[src/rtl/mem_wb_pkg.sv]
// Shared types and default widths for the MEM->WB stage.
// The stage adds perf counters when MEM_WB_PERF_EN is defined.
package mem_wb_pkg;

  typedef enum logic [1:0] {
    EMPTY = 2'd0,
    FULL  = 2'd1,
    SKID  = 2'd2
  } skid_state_e;

  localparam int DATA_W_D = 32;
  localparam int WN_W_D   = 5;
  localparam int WB_W_D   = 2;

  function automatic int payload_w(
    input int wb_w,
    input int wn_w,
    input int data_w
  );
    return wb_w + wn_w + 2 * data_w;
  endfunction

endpackage

[src/rtl/mem_wb_pipe_skid_buf.sv]
// Generic 2-entry skid buffer: main output register plus one
// overflow register, with a registered in_ready and a sync flush.
module pipe_skid_buf
  import mem_wb_pkg::*;
#(
  parameter int PAYLOAD_W = payload_w(WB_W_D, WN_W_D, DATA_W_D)
) (
  input  logic                 Clk,
  input  logic                 Rst,
  input  logic                 Flush,
  input  logic                 in_valid,
  output logic                 in_ready,
  input  logic [PAYLOAD_W-1:0] in_data,
  output logic                 out_valid,
  input  logic                 out_ready,
  output logic [PAYLOAD_W-1:0] out_data
);

  skid_state_e          state_q;
  skid_state_e          state_d;
  logic [PAYLOAD_W-1:0] main_q;
  logic [PAYLOAD_W-1:0] main_d;
  logic [PAYLOAD_W-1:0] skid_q;
  logic [PAYLOAD_W-1:0] skid_d;
  logic                 rdy_q;
  logic                 accept;
  logic                 retire;

  assign in_ready  = rdy_q;
  assign out_valid = (state_q != EMPTY);
  assign out_data  = main_q;
  assign accept    = in_valid & rdy_q;
  assign retire    = out_valid & out_ready;

  always_comb begin
    state_d = state_q;
    main_d  = main_q;
    skid_d  = skid_q;
    unique case (state_q)
      EMPTY: begin
        if (accept) begin
          main_d  = in_data;
          state_d = FULL;
        end
      end
      FULL: begin
        if (retire && !accept) begin
          state_d = EMPTY;
        end else if (retire && accept) begin
          main_d = in_data;
        end else if (accept) begin
          skid_d  = in_data;
          state_d = SKID;
        end
      end
      SKID: begin
        if (retire) begin
          main_d  = skid_q;
          skid_d  = '0;
          state_d = FULL;
        end
      end
      default: begin
        state_d = EMPTY;
      end
    endcase
    // flush squashes held beats and any beat offered this cycle
    if (Flush) begin
      state_d = EMPTY;
      main_d  = '0;
      skid_d  = '0;
    end
  end

  always_ff @(posedge Clk) begin
    if (Rst) begin
      state_q <= EMPTY;
      main_q  <= '0;
      skid_q  <= '0;
      rdy_q   <= 1'b1;
    end else begin
      state_q <= state_d;
      main_q  <= main_d;
      skid_q  <= skid_d;
      rdy_q   <= (state_d != SKID);
    end
  end

endmodule

[src/rtl/mem_wb_stage.sv]
// MEM->WB pipeline register with skid buffer and forwarding tap.
// Define MEM_WB_PERF_EN to add perf_stall / perf_beats counters.
module mem_wb_stage
  import mem_wb_pkg::*;
#(
  parameter int DATA_W = DATA_W_D,
  parameter int WN_W   = WN_W_D,
  parameter int WB_W   = WB_W_D
) (
  input  logic              Clk,
  input  logic              Rst,
  input  logic              Flush,
  input  logic              in_valid,
  output logic              in_ready,
  input  logic [WB_W-1:0]   WB_MEM,
  input  logic [WN_W-1:0]   WN_MEM,
  input  logic [DATA_W-1:0] RD_MEM,
  input  logic [DATA_W-1:0] ADDR_MEM,
  output logic              out_valid,
  input  logic              out_ready,
  output logic [WB_W-1:0]   WB_WB,
  output logic [WN_W-1:0]   WN_WB,
  output logic [DATA_W-1:0] RD_WB,
  output logic [DATA_W-1:0] ADDR_WB,
  output logic              fwd_valid,
  output logic [WN_W-1:0]   fwd_wn
`ifdef MEM_WB_PERF_EN
  ,
  output logic [31:0]       perf_stall,
  output logic [31:0]       perf_beats
`endif
);

  localparam int PW = payload_w(WB_W, WN_W, DATA_W);

  logic [PW-1:0] in_data;
  logic [PW-1:0] out_data;

  assign in_data = {WB_MEM, WN_MEM, RD_MEM, ADDR_MEM};

  pipe_skid_buf #(
    .PAYLOAD_W(PW)
  ) u_skid (
    .Clk      (Clk),
    .Rst      (Rst),
    .Flush    (Flush),
    .in_valid (in_valid),
    .in_ready (in_ready),
    .in_data  (in_data),
    .out_valid(out_valid),
    .out_ready(out_ready),
    .out_data (out_data)
  );

  assign {WB_WB, WN_WB, RD_WB, ADDR_WB} = out_data;

  // tap only looks at registered outputs, never at MEM inputs
  assign fwd_valid = out_valid & WB_WB[WB_W-1] & (WN_WB != '0);
  assign fwd_wn    = WN_WB;

`ifdef MEM_WB_PERF_EN
  always_ff @(posedge Clk) begin
    if (Rst) begin
      perf_stall <= '0;
      perf_beats <= '0;
    end else begin
      if (out_valid && !out_ready) begin
        perf_stall <= perf_stall + 32'd1;
      end
      if (out_valid && out_ready) begin
        perf_beats <= perf_beats + 32'd1;
      end
    end
  end
`else
  // counters absent; handshake and datapath are unchanged
`endif

endmodule

[config.mk]
export PLATFORM = sky130hd
export DESIGN_NAME = mem_wb_stage
export DESIGN_NICKNAME = d
export VERILOG_FILES = /design/src/rtl/mem_wb_pkg.sv /design/src/rtl/mem_wb_pipe_skid_buf.sv /design/src/rtl/mem_wb_stage.sv
export SDC_FILE = /design/constraint.sdc
export NUM_CORES = 1
export LEC_CHECK = 0
export CAP_MARGIN = 20
export CORE_UTILIZATION = 30
export DETAILED_ROUTE_END_ITERATION = 12
export SYNTH_ARGS = -nofsm -noshare
export SYNTH_HDL_FRONTEND = slang
export SYNTH_SLANG_ARGS = --single-unit
[constraint.sdc]
create_clock -name Clk -period 1.77 [get_ports Clk]
set_clock_uncertainty 0.2 [all_clocks]
set_input_delay 0.354 -clock Clk [delete_from_list [all_inputs] [get_ports Clk]]
set_output_delay 0.354 -clock Clk [all_outputs]
set_load 0.02 [all_outputs]
==> Word level (Yosys, flattened, before mapping) <==
Cells that the tools add are included.
{ "classes": {"eq_ne": 9, "n_mux": 16, "bitwise": 4, "reduce_logical": 11} }
{ "op_table": {"columns": ["op", "n"], "rows": [
  ["$mux 71", 7],
  ["$pmux 71 s3", 1],
  ["$pmux 71 s2", 1],
  ["$mux 2", 6],
  ["$reduce_and 5->1", 2],
  ["$ne 2x1->1 const B", 4],
  ["$ne 2x2->1 const B", 3],
  ["$pmux 2 s3", 1],
  ["$reduce_bool 5->1", 1],
  ["$and 1x1->1", 4],
  ["$reduce_bool 2->1", 2],
  ["$reduce_bool 3->1", 1],
  ["$eq 2x1->1 const B", 1],
  ["$eq 2x2->1 const B", 1],
  ["$logic_and 1x1->1", 2],
  ["$logic_not 2->1", 1],
  ["$reduce_or 2->1", 1],
  ["$logic_not 1->1", 1]
]} }
{ "totals": {"ff_bits": 145, "input_bits": 76, "output_inout_bits": 79, "word_cells": 44} }

==> Depth between registers and ports, before layout <==
Gate-level depths: netlist (run 1).
{ "depth": {"ltp_word": 8, "ltp_mapped": 8, "depth_no_buf": 6} }

==> Modules after synthesis <==
A second synthesis (run 1) with hierarchy kept.
{ "hier_totals": {"hier_cells": 649, "area_unflattened_um2": 6331.1} }
{ "modules_own_cells": {"columns": ["mod", "n_inst", "cells_per_inst", "area_each_um2", "seq_area_each_um2"], "rows": [
  ["pipe_skid_buf", 1, 642, 6277.3, 2902.8],
  ["mem_wb_stage", 1, 7, 53.8, 0.0]
]} }

==> Least setup slack after synthesis (run 1) <==
No wires, ideal clock.
{ "synth_path": {"path_kind": "reg2reg", "start": "reg u_skid.state_q[1]", "end": "reg u_skid.main_q[21], in the netlist u_skid.out_data[21]", "setup_ps": 140, "arrival_ps": 1624, "required_time_ps": 1430, "setup_slack_ps": -195, "stages_incl_launch_ff": 9, "path_buffers": 2, "synth_period_minus_slack_ps": 1965, "path_cell_list": "dfxtp_1 > inv_1 > ha_1 > nand4b_2 > a21oi_4 > and2_4 > buf_12 > buf_12 > a211oi_2"} }
{ "synth_between": {"elab_chain_cells": 5, "elab_cells_between_ends": 14, "cone_classes": "eq/ne (6); mux (1); bitwise (1); reduce/logical (6)"} }
{ "synth_rtl": {"columns": ["element", "line_no", "source"], "rows": [
  ["from (decl)", "mem_wb_pipe_skid_buf.sv:19", "skid_state_e state_q;"],
  ["from (signal assigned)", "mem_wb_pipe_skid_buf.sv:82", "state_q <= state_d;"],
  ["$reduce_bool 2->1", "mem_wb_pipe_skid_buf.sv:30", "assign out_valid = (state_q != EMPTY);"],
  ["$and 1x1->1", "mem_wb_pipe_skid_buf.sv:33", "assign retire = out_valid & out_ready;"],
  ["$logic_and 1x1->1 (on tied branches)", "mem_wb_pipe_skid_buf.sv:49, mem_wb_pipe_skid_buf.sv:47", null],
  ["$ne 2x1->1 (no line) or $ne 2x2->1 (tied branches)", null, null],
  ["$reduce_and 5->1 (no line)", null, null],
  ["to (signal assigned)", "mem_wb_pipe_skid_buf.sv:83", "main_q <= main_d;"],
  ["to (decl)", "mem_wb_pipe_skid_buf.sv:21", "logic [PAYLOAD_W-1:0] main_q;"]
]} }
Several ways; a longest one is shown, not always the timed one.
A chain may end at the register's enable or synchronous reset.

==> Final worst setup path (run 1) <==
{ "layout_path": {"start": "reg u_skid.main_q[64], in the netlist u_skid.out_data[64]", "end": "out fwd_valid"} }
{ "layout_between": {"elab_chain_cells": 2} }
{ "layout_rtl": {"columns": ["element", "line_no", "source"], "rows": [
  ["$reduce_bool 5->1", "mem_wb_stage.sv:58", "assign fwd_valid = out_valid & WB_WB[WB_W-1] & (WN_WB != '0);"],
  ["$and 1x1->1", "mem_wb_stage.sv:58", null],
  ["to (decl)", "mem_wb_stage.sv:25", "output logic fwd_valid,"]
]} }
Every way passes these cells.

==> results of run 1 <==
worst max path at each step:
stage	slack [ns]	depth (start not counted)	end	start
after global placement	-0.44	8	u_skid.out_data[54]	in_valid
after global routing	-0.46	3	fwd_valid	u_skid.out_data[64]
final	-0.38	3	fwd_valid	u_skid.out_data[64]
after detailed placement	-0.46	8	u_skid.out_data[54]	in_valid
after floorplan	-0.02	8	u_skid.out_data[21]	u_skid.state_q[1]
after CTS	-0.42	3	fwd_valid	u_skid.out_data[64]
timing repair:
action	CTS	global route
endpoints found under the setup margin	222	157
buffers inserted	37	13
resized for setup	171	69
gates cloned	29	2
pin swaps	38	45
stage by stage:
| stage | TNS, ns | instance area (um^2) | power (W) | instances |
|---|---|---|---|---|
| 6_report | -34.56 | 11400 | 0.0100 | 1238 |
| 2_1_floorplan | -0.596 | 7380 | 0.00471 | 688 |
| 3_3_place_gp | -58.90 | 9520 | 0.00540 | 1151 |
| 5_1_grt | -42.08 | 11400 | 0.0104 | 1237 |
| 4_1_cts | -37.29 | 11500 | 0.0102 | 1247 |
| 3_5_place_dp | -59.19 | 9520 | 0.00541 | 1151 |
kinds of logic after synthesis:
| kind of cell | share of synthesized area |
|---|---|
| fa+ha+maj | 0.00683 |
| compound gates | 0.305 |
| mux | 0.0970 |
| simple gates | 0.0965 |
| flops | 0.396 |
| buf+inv | 0.0983 |
tightest hold or removal path: cells and delay by family (launching register included):
family | cells | cell delay [ns]
compound gates | 1 | 0.07
flops | 1 | 0.31
simple gates | 1 | 0.06
per-layer routing:
| layer | part of all wire | wire length (um) |
|---|---|---|
| met4 | 0.0099 | 238 |
| met2 | 0.48 | 11500 |
| met1 | 0.45 | 10700 |
| met5 | 0.00054 | 13 |
| met3 | 0.064 | 1530 |
flip-flops by register name, summed over array words and instances (netlist names):
name and count:
u_skid.out_data 71, u_skid.skid_q 71, u_skid.state_q 2, u_skid.in_ready 1
synthesized netlist by cell type, drive strengths merged:
master | n | area, um^2
a21boi | 1 | 11.3
o211ai | 1 | 7.51
or2 | 1 | 6.26
a21oi | 75 | 387
nor2 | 1 | 6.26
a21o | 2 | 15.0
o22ai | 71 | 882
clkbuf | 31 | 185
or3 | 1 | 6.26
nor3 | 1 | 5.00
nand3 | 72 | 360
nand4b | 1 | 15.0
and3 | 1 | 6.26
dlygate4sd1 | 2 | 17.5
a211oi | 71 | 883
nand2b | 1 | 8.76
o31ai | 1 | 7.51
a2111oi | 1 | 15.0
buf | 47 | 487
o311a | 1 | 10.0
ha | 4 | 50.1
dfxtp | 145 | 2900
inv | 5 | 18.8
mux2i | 71 | 711
nand2 | 74 | 278
o21ai | 3 | 18.8
dlymetal6s2s | 1 | 12.5
and2 | 2 | 15.0
layout make-up:
| class | instances | area, um^2 | area share |
|---|---|---|---|
| Antenna cell | 1 | 2.50 | 0.000220 |
| Clock buffer | 20 | 457 | 0.0402 |
| Clock inverter | 12 | 203 | 0.0178 |
| Inverter | 5 | 21.3 | 0.00187 |
| Multi-Input combinational cell | 458 | 4020 | 0.354 |
| Sequential cell | 145 | 2910 | 0.256 |
| Tap cell | 319 | 399 | 0.0351 |
| Timing Repair Buffer | 278 | 3360 | 0.295 |
power breakdown:
part,switching [W],internal [W]
Sequential,0.0000916,0.00341
Combinational,0.00122,0.00124
Clock,0.00149,0.00259
==> results.md, run 1 <==
Power:
- For this design the static power due to leakage is 4.15 nW.
- In this run the power density over the cells is 884 mW/mm^2.
- The worst supply voltage drop on vdd is 0.000551 V.

STA:
- The worst pin sits at a relative slew slack of 0.786.
- Across all hold checks on the routed design, the worst slack comes to 0.283 ns.
- Of the available clock period, the critical path in the final layout requires 1.21.
- Setup repair after global routing could not meet its margin everywhere.
- Setup violations remaining at the end of the flow were counted as 146.
- Setup slack on the critical path of the routed design comes to -0.380 ns.
- After layout, the minimum clock period comes to 2.15 ns.
- The timing-limited maximum frequency is 0.465 GHz.
- The pin slew with the least headroom to its limit is 0.319 ns.
- The number of endpoints with negative hold slack in the final report is 0.
- The number of max-slew violations in the final report is 0.

Global route:
- The global-route wire length before repair is 36,100 um.
- The met2 usage is 0.319.
- The met1 track demand over resource in global routing is 0.247.
- The overflow left after global routing is 0.
- The via count of the first global-routing pass is 6,302.
- The number of antenna violations at the first check in global routing is 2.
- The maximum number of pins on one net before global-route repair is 52.
- In the global route stage, met3 resource usage came out at 0.0509.
- The overall fraction of global-route tracks in use is 0.193.
- The busiest layer in global routing is met2.

Logic synthesis:
- The synthesized instance count is 688.
- After synthesis the netlist holds a flip-flop and latch count of 145.
- The average cell area after synthesis is 10.7 um^2.
- The proportion of synthesized chip area in sequential cells is 0.396.
- The netlist area before placement is 0.00733 mm^2.
- The distinct cell type count of the synthesized netlist is 40.
- When the netlist entered floorplanning its net count stood at 768.
- The Yosys step of the flow raised 0 warnings.

Worst setup path:
- The critical path required time is 1.22 ns.
- The depth of the most critical reg-to-reg path is 10.
- Of all nets on the critical path, the largest fanout is 2.
- The startpoint identified for the worst register-to-register timing path is u_skid.state_q[0].
- Together, buffers and inverters on the worst path number 1.
- The type of element launching the critical path is a flip-flop.
- The slack of the worst reg-to-reg path is -0.30 ns.
- For the worst setup path, the data arrival time is 1.60 ns.
- The kind of end point of the critical path is an output port.
- The signal on the critical path passes through or3_1, o311a_1, buf_2.
- The largest incremental delay on the critical path is 0.37 ns.
- The endpoint identified for the worst register-to-register timing path is u_skid.out_data[42].
- The kind of cell with the highest combined delay on the critical path is simple AND/OR/NAND/NOR gates.
- The critical path is of the reg -> out type.
- The cell with the biggest individual delay on the critical path is or3_1.

Clock tree:
- The clock tree root driver cell is clkbuf_16.
- In this run, post-CTS hold repair placed 0 buffers.
- After clock tree synthesis, the clock-pin slew on the worst setup and hold paths is 0.06 ns.
- For this design, the sink count on the clock tree is 145.
- The H-tree level count is 4.
- Buffers inserted during clock tree synthesis total 17.
- No sink is reached through more buffers than the 2 on the longest clock path.
- TritonCTS built the clock tree.
- The later-pin clock latency in the skew report is 0.43 ns.

Floorplan:
- In this run the standard cell core region covers 0.0237 mm^2.
- The effective utilization at floorplan is 0.309.
- The die is 158 um tall.
- The count of standard-cell rows is 56.
- During I/O placement, the number of pins put on the boundary was 155.
- The floorplan step set the die width to 158 um.
- The die covers 0.0251 mm^2.

Place:
- The worst slack at placement is -0.458 ns.
- The number of port buffers is 154.
- Summed over all nets, the half-perimeter wirelength after detailed placement is 13,400 um.
- The final estimated routing congestion in global placement is 0.761.

Route:
- In the routed design, unresolved DRC markers number 0.
- The first detailed-routing pass took 4 iterations.
- The number of violations reported at the end of detailed-routing iteration 0 is 317.
- The routed layout has 6,239 vias.
- In the routed layout, each cell is associated on average with a via count of 5.04.
- The remaining number of nets flagged by the antenna check after routing is 0.
- Summed over all layers, the routed wires come to 24,000 um.
- After detailed routing, the average wire length per cell comes to 19.4 um.

Layout:
- Compared with the post-synthesis result, the final layout area differs by 55.1%.
- In the layout the commonest cells are dfxtp_1, clkdlybuf4s50_1, nand2_1.
- The fraction of final layout cells sized beyond drive strength 1 is 0.387.
- The count of filler cells inserted in the layout is 2,223.
- The final core utilization is 0.480.
- At the end of the flow, the number of nets in the layout was 985.
- Leaving out fill and tap cells, the most frequent cell in the layout is dfxtp_1.

Outcome:
- The run finished, with violations left.
- The final reports fail on setup timing.

Job:
- Across the run, the number of max-cap violations was 0.

Hold path:
- The startpoint identified for the worst hold timing path is u_skid.skid_q[62].
- The endpoint of the worst hold-timing path is u_skid.skid_q[62].
- The classification of the worst-slack hold path is reg -> reg.
- The worst hold path passes through 2 cells.
Power figures use the tool's default switching activity.
==> inputs of run 2 (changes only) <==
--- a/constraint.sdc
+++ b/constraint.sdc
@@ -3,3 +3,3 @@
 set_input_delay 0.354 -clock Clk [delete_from_list [all_inputs] [get_ports Clk]]
 set_output_delay 0.354 -clock Clk [all_outputs]
-set_load 0.02 [all_outputs]
+set_load 0.1 [all_outputs]
==> run 2 against run 1 <==
Net effect: utilization up 8.0 points; non-clock buffer count rose by 19; die area is the same; global-route usage grew 2.9 points; power rose by 16%; critical path type unchanged; worst hold slack got worse by 0.0068 ns; clock-buffer cell count is the same; maximum frequency shrank 0.87%; the run still ends with setup timing left; combinational power rose by 60%; register-to-register slack worse by 0.03 ns; design area grew 17%.
==> results.md, run 2 (synthesis gave the netlist of run 1 again) <==
Outcome:
- The flow ran to the end, but the final reports show violations.
- The checks that failed: setup timing.

Global route:
- The global-route wire length before repair is 41,200 um.
- The maximum number of pins on one net before global-route repair is 45.
- The overall fraction of global-route tracks in use is 0.222.
- The overflow left after global routing is 0.
- The via count of the first global-routing pass was 6,744.
- The number of antenna violations at the first check in global routing is 1.

Worst setup path:
- The worst register-to-register path begins at u_skid.state_q[1].
- The worst path arrival time is 1.61 ns.
- The maximum fanout encountered on the critical timing path is 2.
- The type of element launching the critical path is a flip-flop.
- The critical path required time is 1.22 ns.
- In this run the register-to-register setup slack is -0.33 ns.
- The kind of end point of the critical path is an output port.
- The most critical setup path has its startpoint at u_skid.out_data[64].
- In this run the worst setup path terminates at fwd_valid.
- Counting cells, the worst reg-to-reg path comes to 10.
- The worst register-to-register path ends at u_skid.out_data[36].
- The critical path is of the reg -> out type.

Clock tree:
- The later pin in the worst-skew pair is clocked with a latency of 0.44 ns.
- After clock tree synthesis, the clock-pin slew on the worst setup and hold paths is 0.06 ns.
- The total number of clock tree sinks is 145.
- The H-tree level count is 4.
- TritonCTS built the clock tree.
- The maximum clock insertion buffer count is 2.
- The tree is rooted in a clkbuf_16.
- The number of clock buffers added by TritonCTS is 17.

STA:
- Summed over all failing endpoints, the final setup total negative slack is -32.99 ns.
- Derived from the worst setup path, the maximum achievable clock frequency is 0.461 GHz.
- Counting I/O delays and the setup requirement, the final critical path takes 2.17 ns.
- Setup repair after global routing could not meet its margin everywhere.
- The number of endpoints with negative hold slack in the final report is 0.
- The number of max-slew violations in the final report is 0.
- Hold timing on the final database bottoms out at a slack of 0.276 ns.
- Across all setup checks in the final design, the least slack found is -0.399 ns.
- The pin slew with the least headroom to its limit is 0.537 ns.
- The total of endpoints with negative setup slack in the final report is 147.
- The period utilization is 1.23.
- The relative slew slack is 0.642.

Layout:
- Of the cells placed in the final design, the portion with a size suffix greater than 1 is 0.534.
- In the layout the commonest cells are dfxtp_1, buf_12, clkdlybuf4s50_1.
- The number of nets in the layout is 1,005.
- The most common library cell in the layout ignoring fill and taps is dfxtp_1.
- From synthesis to final layout, the design area changed by 80.9%.

Route:
- For this run, design rule violations remaining after detail routing come to 0.
- In the routed layout, each cell is associated on average with a via count of 5.34.
- The detailed router placed 6,723 vias in this run.
- Before antenna repair, the detailed router went through 5 iterations.
- Dividing the detail-routed wire length by the instance count gives 22.8 um.
- The number of violations reported at the end of detailed-routing iteration 0 is 375.
- The remaining number of nets flagged by the antenna check after routing is 0.
- The final wirelength is 28,600 um.

Power:
- The analysis attributes to cell leakage a power of 4.54 nW.
- The worst supply voltage drop on vdd is 0.000586 V.
- Power spread over the standard cell area amounts to 880 mW/mm^2.
- The total power consumption of the routed design is 0.0117 W.

Floorplan:
- The placeable core region is 0.0237 mm^2.
- The effective utilization at floorplan is 0.309.
- The floorplan has 56 rows.
- The die footprint is 0.0251 mm^2.
- The I/O pin count is 155.
- The die boundary width is 158 um.
- The floorplan step set the die height to 158 um.

Place:
- Prior to clock tree synthesis, the placed netlist has a worst setup slack of -0.489 ns.
- Input and output buffers added on the ports amount to 154.
- Once detailed placement completed, the half-perimeter wirelength came to 13,300 um.
- The final estimated routing congestion in global placement is 0.751.

Job:
- Across the run, the number of max-cap violations was 0.

Hold path:
- The startpoint identified for the worst hold timing path is u_skid.skid_q[28].
- The min-delay analysis places its worst path in the category reg -> reg.
- The count of cells along the worst hold path is 2.
## run 2: changes by cell type in the layout (fill, tap and decap cells not counted), moves of 11 or more
cell and delta:
buf_12 +79, a21oi_4 +34, a21oi_2 +15, a21oi_1 -49, clkbuf_2 -11, buf_6 +11
dlygate4sd2_1 -60
## run 2: power by group
part	leakage [nW]	total (W)	internal (W)	switching, W
sequential	1.18	0.00359	0.00341	0.000181
clock	0.317	0.00413	0.00259	0.00154
combinational	3.04	0.00395	0.00180	0.00215
## run 2: cell type report
cell class / instances / area [um^2]
clock inverters: 12 / 205
inverters: 5 / 25.0
diodes: 1 / 2.50
repair buffers: 297 / 4690
flip-flops and latches: 145 / 2920
clock buffers: 20 / 457
well taps: 319 / 399
fillers: 1967 / 10400
multi-input cells: 459 / 4560
## run 2: routing by layer
metal | track usage | wire length [um]
met5 | 0 | 0
met1 | 0.280 | 11700
met2 | 0.376 | 14300
met3 | 0.0553 | 1980
met4 | 0.0591 | 555
## run 2: metrics by stage
stage          utilization  instances  area [um^2]
2_1_floorplan            -        688         7390
3_3_place_gp         0.426       1130        10100
3_5_place_dp         0.426       1130        10100
4_1_cts              0.551       1248        13000
5_1_grt              0.560       1257        13300
6_report             0.560       1258        13300
## run 2: worst max-delay path: stages (launching register included)
cell and delay (ns):
dfxtp_2 0.32, or3_4 0.37, o311a_4 0.32, buf_12 0.17
## run 2: how the worst min path moves through the flow
stage | end | slack (ns)
3_3_place_gp | u_skid.skid_q[18] | 0.26
6_report | u_skid.skid_q[28] | 0.28
2_1_floorplan | u_skid.skid_q[18] | 0.25
3_5_place_dp | u_skid.skid_q[18] | 0.27
5_1_grt | u_skid.skid_q[28] | 0.29
4_1_cts | u_skid.skid_q[18] | 0.28
## run 2: repair_timing
item | in CTS | in global routing
pin swaps | 109 | 44
gates resized for setup | 181 | 71
hold buffers | 0 | 0
buffers inserted | 47 | 29
endpoints found under the setup margin | 146 | 147
cloned | 39 | 7
==> inputs of run 3 (changes only) <==
- CTS_CLUSTER_DIAMETER: unset -> 100
- SETUP_SLACK_MARGIN: unset -> 0.2
==> run 3 against run 2 <==
Net effect: the flow still finishes with violations (setup timing); first-iteration DRC count fell by 13%; worst hold slack improved by 0.0026 ns; design area rose by 2.8%; die area did not move; largest cell class unchanged; highest routed layer unchanged.
==> results.md, run 3 (synthesis gave the netlist of run 1 again) <==
Global route:
- The via count of the first global-routing pass came to 6,810.
- The number of antenna violations at the first check in global routing is 0.
- In the global route stage, overall resource usage came out at 0.228.
- The global-route wire length before repair is 41,900 um.
- The maximum number of pins on one net before global-route repair is 70.
- The overflow left after global routing is 0.

Floorplan:
- The height of the die is 158 um.
- The effective utilization at floorplan is 0.309.
- The die boundary width is 158 um.
- The floorplan step defined a core boundary enclosing 0.0237 mm^2.
- The count of standard-cell rows is 56.
- The I/O pin count is 155.
- The die covers 0.0251 mm^2.

Layout:
- Once layout is complete, the cells apart from fillers number 1,278.
- The repair_antennas step left the layout with diodes totalling 0.
- The net count of the finished layout is 1,026.
- The area growth from synthesis to layout is 86.0%.
- Leaving out fill and tap cells, the most frequent cells in the layout are buf_12, clkdlybuf4s50_1, nand3_1, nand2_1.
- The final core utilization is 0.576.
- The fraction of final layout cells sized beyond drive strength 1 is 0.604.
- The most common library cell in the layout ignoring fill and taps is buf_12.

STA:
- The final critical delay including setup and external delays is 2.22 ns.
- The post-route worst setup slack is -0.452 ns.
- The number of endpoints with negative hold slack in the final report came to 0.
- Final hold analysis gives a worst-case slack of 0.279 ns.
- The timing-limited maximum frequency is 0.450 GHz.
- Setup violations remaining at the end of the flow were counted as 146.
- The relative slew slack is 0.702.
- Of the available clock period, the critical path in the final layout requires 1.26.
- The number of max-slew violations in the final report is 0.
- The pin slew with the least headroom to its limit is 0.447 ns.
- Setup repair after global routing could not meet its margin everywhere.

Clock tree:
- The number of clock buffers added by TritonCTS is 17.
- The post-CTS clock slew at the launch and capture registers of the worst setup and hold paths is 0.06 ns.
- Clock tree synthesis selected as its root buffer the cell clkbuf_16.
- The total number of clock tree sinks is 145.
- The later pin in the worst-skew pair is clocked with a latency of 0.43 ns.
- The maximum clock insertion buffer count is 2.
- The H-tree level count is 4.
- The hold buffer count at CTS is 0.
- TritonCTS built the clock tree.

Worst setup path:
- For the worst setup path, the data arrival time is 2.34 ns.
- STA classifies the critical path endpoint as a flip-flop.
- For the worst setup path, the data required time is 1.89 ns.
- The startpoint-to-endpoint class of the critical path is reg -> reg.
- Along the worst path, the maximum fanout reaches 6.
- The cell with the biggest individual delay on the critical path is dfxtp_2.
- The signal on the critical path passes through inv_2, ha_4, buf_6, buf_6, nand2b_4, a21o_1, buf_6, nand2_8, buf_6, buf_8, buf_12, buf_16, o22ai_2.
- The type of element launching the critical path is a flip-flop.
- The sum of buffers and inverters on the critical path is 8.
- The cell seen most often among critical-path stages is buf_6.
- In this design, the stage delay of the slowest critical-path cell is 0.34 ns.
- On the critical path the largest part of the delay comes from buffers and inverters.

Power:
- Of the total power, the share spent switching nets is 0.326.
- The sequential cell fraction of total power is 0.307.
- The ratio of total power to cell area is 857 mW/mm^2.
- The part of the total power dissipated in the clock network is 0.342.
- The leakage power summed over all cells is 4.77 nW.
- The internal power of the cells totals 0.00787 W.
- The worst supply voltage drop on vdd is 0.000578 V.
- The share of total power dissipated in combinational logic is 0.351.
- The switching power total is 0.00381 W.

Route:
- Dividing the detail-routed via count by the number of cells gives 5.17.
- The number of detailed-routing iterations run before antenna repair is 4.
- For this block, the routed nets add up to 28,100 um of wire.
- The remaining number of nets flagged by the antenna check after routing is 0.
- In the final routed layout, each cell accounts on average for 22.0 um.
- The number of vias in the routed layout is 6,601.
- For this run, design rule violations remaining after detail routing come to 0.
- For this block, the initial DRC count from the detailed router was 325.

Job:
- The number of max-cap violations is 0.

Place:
- The placed instance count is 1,133.
- The number of port buffers is 154.
- The final estimated routing congestion in global placement is 0.768.
- Summed over all nets, the half-perimeter wirelength after detailed placement is 13,500 um.

Outcome:
- The final reports fail on setup timing.
- The flow ran to the end, but the final reports show violations.

Hold path:
- The classification of the worst-slack hold path is reg -> reg.
-- run 3: worst paths after layout --
kind	start	to	slack, ns	cells past startpoint
min reg2reg	u_skid.skid_q[61]	u_skid.skid_q[61]	0.28	2
min	u_skid.skid_q[61]	u_skid.skid_q[61]	0.28	2
max reg2reg	u_skid.state_q[1]	u_skid.skid_q[58]	-0.45	13
max	u_skid.state_q[1]	u_skid.skid_q[58]	-0.45	13
-- run 3: layout make-up --
cell class / count / area, um^2
clock buffers: 24 / 524
clock inverters: 8 / 121
fillers: 1881 / 10100
inverters: 5 / 27.5
multi-input cells: 458 / 4300
flip-flops and latches: 145 / 3070
well taps: 319 / 399
repair buffers: 319 / 5190
-- run 3: repair_timing --
action / 4_1_cts / 5_1_grt
buffers inserted: 61 / 9
endpoints found under the setup margin: 197 / 202
pin swaps: 87 / 22
cloned: 42 / 1
resized for setup: 246 / 60
-- run 3: layer usage --
metal / wire length [um] / global-route usage / part of all wire
met1: 12100 / 0.284 / 0.43
met5: 0 / 0 / 0
met3: 1210 / 0.0400 / 0.043
met2: 14300 / 0.401 / 0.51
met4: 436 / 0.0636 / 0.016
-- run 3: power by group through the flow --
stage          Combinational [W]  Sequential (W)  Clock (W)
3_3_place_gp             0.00274         0.00362          0
6_report                 0.00410         0.00358    0.00400
2_1_floorplan            0.00109         0.00431          0
4_1_cts                  0.00403         0.00359    0.00402
3_5_place_dp             0.00275         0.00362          0
5_1_grt                  0.00422         0.00360    0.00420
-- run 3: per-stage QoR --
stage	setup TNS [ns]	power [W]	area (um^2)	setup slack (ns)
5_1_grt	-59.89	0.0120	13600	-0.506
4_1_cts	-44.41	0.0116	13400	-0.442
3_3_place_gp	-60.59	0.00636	10100	-0.444
2_1_floorplan	-4.80	0.00540	7410	-0.176
6_report	-50.93	0.0117	13600	-0.452
3_5_place_dp	-63.68	0.00637	10100	-0.469
-- run 3: tightest hold or removal path, cell delays in order, from the launching register on --
cell,delay [ns]
dfxtp_1,0.31
nand2_1,0.07
o22ai_2,0.05
